<file path="config.mk">
export PLATFORM = sky130hd
export DESIGN_NAME = div_issue_ctrl
export DESIGN_NICKNAME = d
export VERILOG_FILES = /design/src/rtl/div_issue_ctrl.sv
export SDC_FILE = /design/constraint.sdc
export NUM_CORES = 1
export LEC_CHECK = 0
export ABC_AREA = 1
export CAP_MARGIN = 20
export CORE_UTILIZATION = 48
export CTS_BUF_LIST = sky130_fd_sc_hd__clkbuf_4 sky130_fd_sc_hd__clkbuf_8 sky130_fd_sc_hd__clkbuf_16
export CTS_CLUSTER_SIZE = 28
export DETAILED_ROUTE_END_ITERATION = 7
export PLACE_DENSITY = 0.8
export SLEW_MARGIN = 20
export SYNTH_ARGS = -nofsm -noshare
export SYNTH_HDL_FRONTEND = slang
export SYNTH_SLANG_ARGS = --single-unit
export TNS_END_PERCENT = 30
</file>
<file path="constraint.sdc">
create_clock -name clock -period 1.6 [get_ports clock]
set_input_delay 0.24 -clock clock [delete_from_list [all_inputs] [get_ports clock]]
set_output_delay 0.24 -clock clock [all_outputs]
set_load 0.005 [all_outputs]
</file>
<file path="src/rtl/div_issue_ctrl.sv">
// div_issue_ctrl: initiator side of the divider start/busy handshake.
// Stalls the CPU while a DIV/DIVU runs. Converts signed operands to
// magnitudes for the unsigned core, pulses start, waits for busy to drop,
// then sign-corrects the results and strobes HI (remainder) / LO (quotient).
// Optional build macro: DIV_ZERO_BYPASS_EN. When it is defined, a zero
// divisor skips the core and completes in one cycle with the same results.
module div_issue_ctrl (
   input  logic        clock,
   input  logic        reset_n,
   input  logic        op_valid,
   input  logic        op_signed,
   input  logic [31:0] rs_val,
   input  logic [31:0] rt_val,
   output logic        stall,
   output logic        hilo_we,
   output logic [31:0] hi_out,
   output logic [31:0] lo_out,
   output logic        div_by_zero,
   output logic [31:0] div_dividend,
   output logic [31:0] div_divisor,
   output logic        div_start,
   input  logic [31:0] div_q,
   input  logic [31:0] div_r,
   input  logic        div_busy
);

   typedef enum logic [2:0] {
      S_IDLE,
      S_START,
      S_LAUNCH,
      S_WAIT,
      S_DONE
   } state_t;

   state_t state, state_nxt;

   logic load_op;    // capture operands and sign flags
   logic load_res;   // capture sign-corrected core results
   logic load_byp;   // capture divide-by-zero results without the core
   logic neg_q;
   logic neg_r;
   logic zero_flag;

   // State register.
   always_ff @(posedge clock or negedge reset_n) begin
      if (!reset_n) state <= S_IDLE;
      else          state <= state_nxt;
   end

   // Next-state and handshake outputs; start is high only in START.
   always_comb begin
      state_nxt = state;
      stall     = 1'b0;
      hilo_we   = 1'b0;
      div_start = 1'b0;
      load_op   = 1'b0;
      load_res  = 1'b0;
      load_byp  = 1'b0;
      case (state)
         S_IDLE: begin
            if (op_valid) begin
               stall     = 1'b1;
               load_op   = 1'b1;
               state_nxt = S_START;
`ifdef DIV_ZERO_BYPASS_EN
               if (rt_val == '0) begin
                  load_byp  = 1'b1;
                  state_nxt = S_DONE;
               end
`endif
            end
         end
         S_START: begin
            stall     = 1'b1;
            div_start = 1'b1;
            state_nxt = S_LAUNCH;
         end
         S_LAUNCH: begin
            // Core launches on the edge where it sees start fall.
            stall     = 1'b1;
            state_nxt = S_WAIT;
         end
         S_WAIT: begin
            stall = 1'b1;
            if (!div_busy) begin
               load_res  = 1'b1;
               state_nxt = S_DONE;
            end
         end
         S_DONE: begin
            // op_valid still belongs to the completing instruction here.
            hilo_we   = 1'b1;
            state_nxt = S_IDLE;
         end
         default: state_nxt = S_IDLE;
      endcase
   end

   // Operand magnitudes and sign-correction flags, captured at acceptance.
   always_ff @(posedge clock or negedge reset_n) begin
      if (!reset_n) begin
         div_dividend <= '0;
         div_divisor  <= '0;
         neg_q        <= 1'b0;
         neg_r        <= 1'b0;
         zero_flag    <= 1'b0;
      end else if (load_op) begin
         div_dividend <= (op_signed && rs_val[31]) ? (~rs_val + 32'd1) : rs_val;
         div_divisor  <= (op_signed && rt_val[31]) ? (~rt_val + 32'd1) : rt_val;
         neg_q        <= op_signed & (rs_val[31] ^ rt_val[31]);
         neg_r        <= op_signed & rs_val[31];
         zero_flag    <= (rt_val == '0);
      end
   end

   // HI/LO results; held until the next completion.
   always_ff @(posedge clock or negedge reset_n) begin
      if (!reset_n) begin
         hi_out      <= '0;
         lo_out      <= '0;
         div_by_zero <= 1'b0;
      end else if (load_res) begin
         lo_out      <= neg_q ? (~div_q + 32'd1) : div_q;
         hi_out      <= neg_r ? (~div_r + 32'd1) : div_r;
         div_by_zero <= zero_flag;
      end else if (load_byp) begin
         // Same values the core path yields for a zero divisor:
         // q = all ones, r = |rs|, then sign correction.
         hi_out      <= rs_val;
         lo_out      <= (op_signed && rs_val[31]) ? 32'd1 : '1;
         div_by_zero <= 1'b1;
      end
   end

endmodule

</file>
==> impl_metrics.tcl <==
set metrics [dict create \
    status "finished clean" \
    place_congestion 1.00 \
    path_max_fanout 5 \
    start_util 0.498 \
    critical_path_arrival_ns 1.36 \
    clock_tree.htree_level_count 4 \
    nNetsFinal 1904 \
    synth.top_cells.by_area "dfrtp_1 39%, nand2_1 20%, nand3_1 10%, nor2_1 6.5%, inv_1 5.0%" \
    syn_to_final_growth_pct 59.1 \
    synth.lib_cells_used.distinct 33 \
    worst_clock_skew_ns 0.0107 \
    tritoncts "done" \
    cts-root-to-sink-buffers 2 \
    final-setup-viol-count 0 \
    routed_wl_um 31200 \
    power.leakage_uw 0.00691 \
    multi_input_area_um2 4710 \
    dp_wirelength_um 24000 \
    antenna_left 0 \
    min_delay_worst_type "in -> async" \
    die_x_um 137 \
    grt_max_degree 48 \
    antenna_found_initial 2 \
    report.final.slew_viol_count 0 \
    vias_per_cell 5.28 \
    worst_setup_hold_path_clk_slew_ns 0.06 \
    dpl-instance-area_um2 13100 \
    buffer_ports.inserted 264 \
    pwr_density_cell_nw_per_um2 1450 \
    grt_pass1_wl_um 48900 \
    number_of_vias_after_detailed_routing 10600 \
    worstRegToRegCells 8 \
    nFillCells 1261 \
    fin_crit_sh 0.999 \
    first_global_vias 10200 \
    post-synth-top-area-fraction 0.388 \
    first_iter_violations 749 \
    fp.dieH_um 137 \
    synthesis.area_per_instance_um2 6.61 \
    worst_skew_pair.late_latency_ns 0.43 \
    clockRootBuffer "clkbuf_16" \
    synth_nets 1452 \
    synth_cells 1315 \
    cts_buffers 17 \
    period_minus_slack_ns 1.60 \
    crit_chain "inv_2 > nor3_2 > clkdlybuf4s15_2" \
    core_um2 17500 \
    io_pins 265 \
    fmaxAchievable_ghz 0.626 \
    globalRouteOverflowTotal 0 \
    drv.max_cap_violation_count 0 \
    rsz_0062_raised_after_global_routing "true" \
    critical-path-max-stage-delay_ns 0.36 \
    placedCellCount 1971 \
    endpoint_kind "primary output" \
    whs_ns 0.241 \
    drcViolationCount 0 \
    post_synth_top_area_cell "dfrtp_1" \
    critPathSlowestCell "dfrtp_1" \
    register_area_um2 3380 \
    final_layout_size_suffix_gt1_frac 0.157 \
    worst_ir_drop_vdd_mv 1.04 \
    die_area_um2 18700 \
    grt.total_usage 0.336 \
    clock-sinks 135 \
    routed_wire_length_per_instance_um 15.5 \
    critical_path.startpoint_type "flop" \
    fin_setup_tns_ns 0 \
    num_rows 48 \
    critical_path_required_ns 1.36 \
    finalInstanceArea_um2 13800 \
    worst_slew_pin_slew_ns 0.408 \
    synth.yosys.warnings 0 \
    finish.cell_count_without_fillers 2006 \
    synth_sequential_area_ratio 0.388 \
    synth.ff_latch_count 135 \
    classification_of_the_worst_setup_path "reg -> out" \
    slew-limit-headroom 0.725 \
    post_synthesis_cell_area_um2 8700 \
    drt_pass1_iterations 8 \
    timing.final.hold_violations 0 \
]
## worst paths after layout
path                                        startpoint                           end  slack (ns)
setup / recovery                  state[0]$_DFFE_PN0P_                     div_start       0.001
hold / removal                                 reset_n         lo_out[1]$_DFFE_PN0P_        0.24
setup reg to reg                  state[2]$_DFFE_PN0P_  div_dividend[13]$_DFFE_PN0P_        0.07
hold reg to reg            div_divisor[25]$_DFFE_PN0P_   div_divisor[25]$_DFFE_PN0P_        0.48
max in group asynchronous                      reset_n          state[1]$_DFFE_PN0P_        0.78
min in group clock                            div_q[1]         lo_out[1]$_DFFE_PN0P_        0.43
## flip-flops by register name, indices dropped and copies added, names as in the netlist
| name | flops |
|---|---|
| neg_r | 1 |
| hi_out | 32 |
| div_by_zero | 1 |
| neg_q | 1 |
| div_divisor | 32 |
| div_dividend | 32 |
| lo_out | 32 |
| zero_flag | 1 |
| state | 3 |
## area by class of cell
| class | count | area share |
|---|---|---|
| Tap cell | 225 | 0.0203 |
| Inverter | 124 | 0.0336 |
| Multi-Input combinational cell | 1016 | 0.340 |
| Antenna cell | 1 | 0.000181 |
| Timing Repair Buffer | 473 | 0.317 |
| Clock inverter | 12 | 0.0108 |
| Sequential cell | 135 | 0.244 |
| Clock buffer | 20 | 0.0337 |
## per-stage QoR
step / util / worst slack (ns) / power, uW
2_1_floorplan: - / 0.190 / 9980
3_3_place_gp: 0.750 / -0.360 / 15500
3_5_place_dp: 0.750 / -0.436 / 15800
4_1_cts: 0.786 / -0.00794 / 20000
5_1_grt: 0.792 / -0.0776 / 21400
6_report: 0.792 / 0.00137 / 20000
## cell usage after synthesis (all sizes together)
| master | n |
|---|---|
| inv | 123 |
| o211ai | 3 |
| o21bai | 1 |
| xor2 | 37 |
| a31oi | 7 |
| nor3 | 6 |
| and2 | 1 |
| buf | 26 |
| clkbuf | 14 |
| a21o | 1 |
| a21oi | 17 |
| clkinv | 1 |
| nor4 | 1 |
| nand3 | 174 |
| and3 | 2 |
| nand4 | 27 |
| or2 | 1 |
| nor2 | 157 |
| ha | 4 |
| o21ai | 94 |
| dfrtp | 135 |
| nand3b | 13 |
| nand2 | 464 |
| xnor2 | 6 |
## cells in the final DEF, fill, tap and decap left out, types with 2 or more instances in the layout
cell type        count
xnor2_1              6
nor2_2               5
dfrtp_1            131
inv_1              115
buf_4              194
a31oi_1              7
inv_2                8
nor3_2               2
nand2_2              5
dlymetal6s2s_1       8
o21ai_1             35
o211ai_1             3
nand4_1             27
dfrtp_2              4
clkbuf_16           17
clkinvlp_4           6
nand3_2              2
nand3_1            172
ha_1                 4
a21oi_1             17
nand3b_1            13
o21ai_0             58
xor2_1              37
clkdlybuf4s15_2      2
nor2_4               6
buf_6                3
dlygate4sd2_1        6
clkdlybuf4s50_1    246
clkinv_2             3
nor3_1               3
nand2_1            458
buf_12              12
clkbuf_8             3
bufinv_16            3
and3_1               2
nor2_1             146
## cell families (layout without fill, tap and decap cells)
logic type | count (synthesis) | in the layout | share of synthesized area
AND/OR/NAND/NOR | 846 | 846 | 0.410
buffers and inverters | 164 | 629 | 0.0787
flip-flops | 135 | 135 | 0.388
AO/OA/AOI/OAI | 123 | 123 | 0.0736
XOR/XNOR | 43 | 43 | 0.0433
adder cells (fa/ha/maj) | 4 | 4 | 0.00575
other | 0 | 1 | 0
## timing repair
action | 4_1_cts | 5_1_grt
buffers inserted | 0 | 1
pin swaps | 1 | 2
endpoints found under the setup margin | 10 | 78
gates resized for setup | 15 | 39
hold endpoints to repair | 65 | 0
hold buffers | 1 | 0
gates cloned | 0 | 0
## power breakdown
group | internal [uW] | switching, uW
logic | 5200 | 4590
clock network | 2570 | 1600
registers | 5030 | 1060
## layer usage
layer | routed length [um] | track usage
met1 | 12400 | 0.405
met2 | 15100 | 0.573
met3 | 2720 | 0.0830
met4 | 911 | 0.137
met5 | 0 | 0
## worst max-delay path: cells and delay by family (launching register included)
family | cells | cell delay, ns
buffers and inverters | 2 | 0.33
DFF | 1 | 0.36
and+or+nand+nor | 1 | 0.24
(Power assumes the default switching activity.)
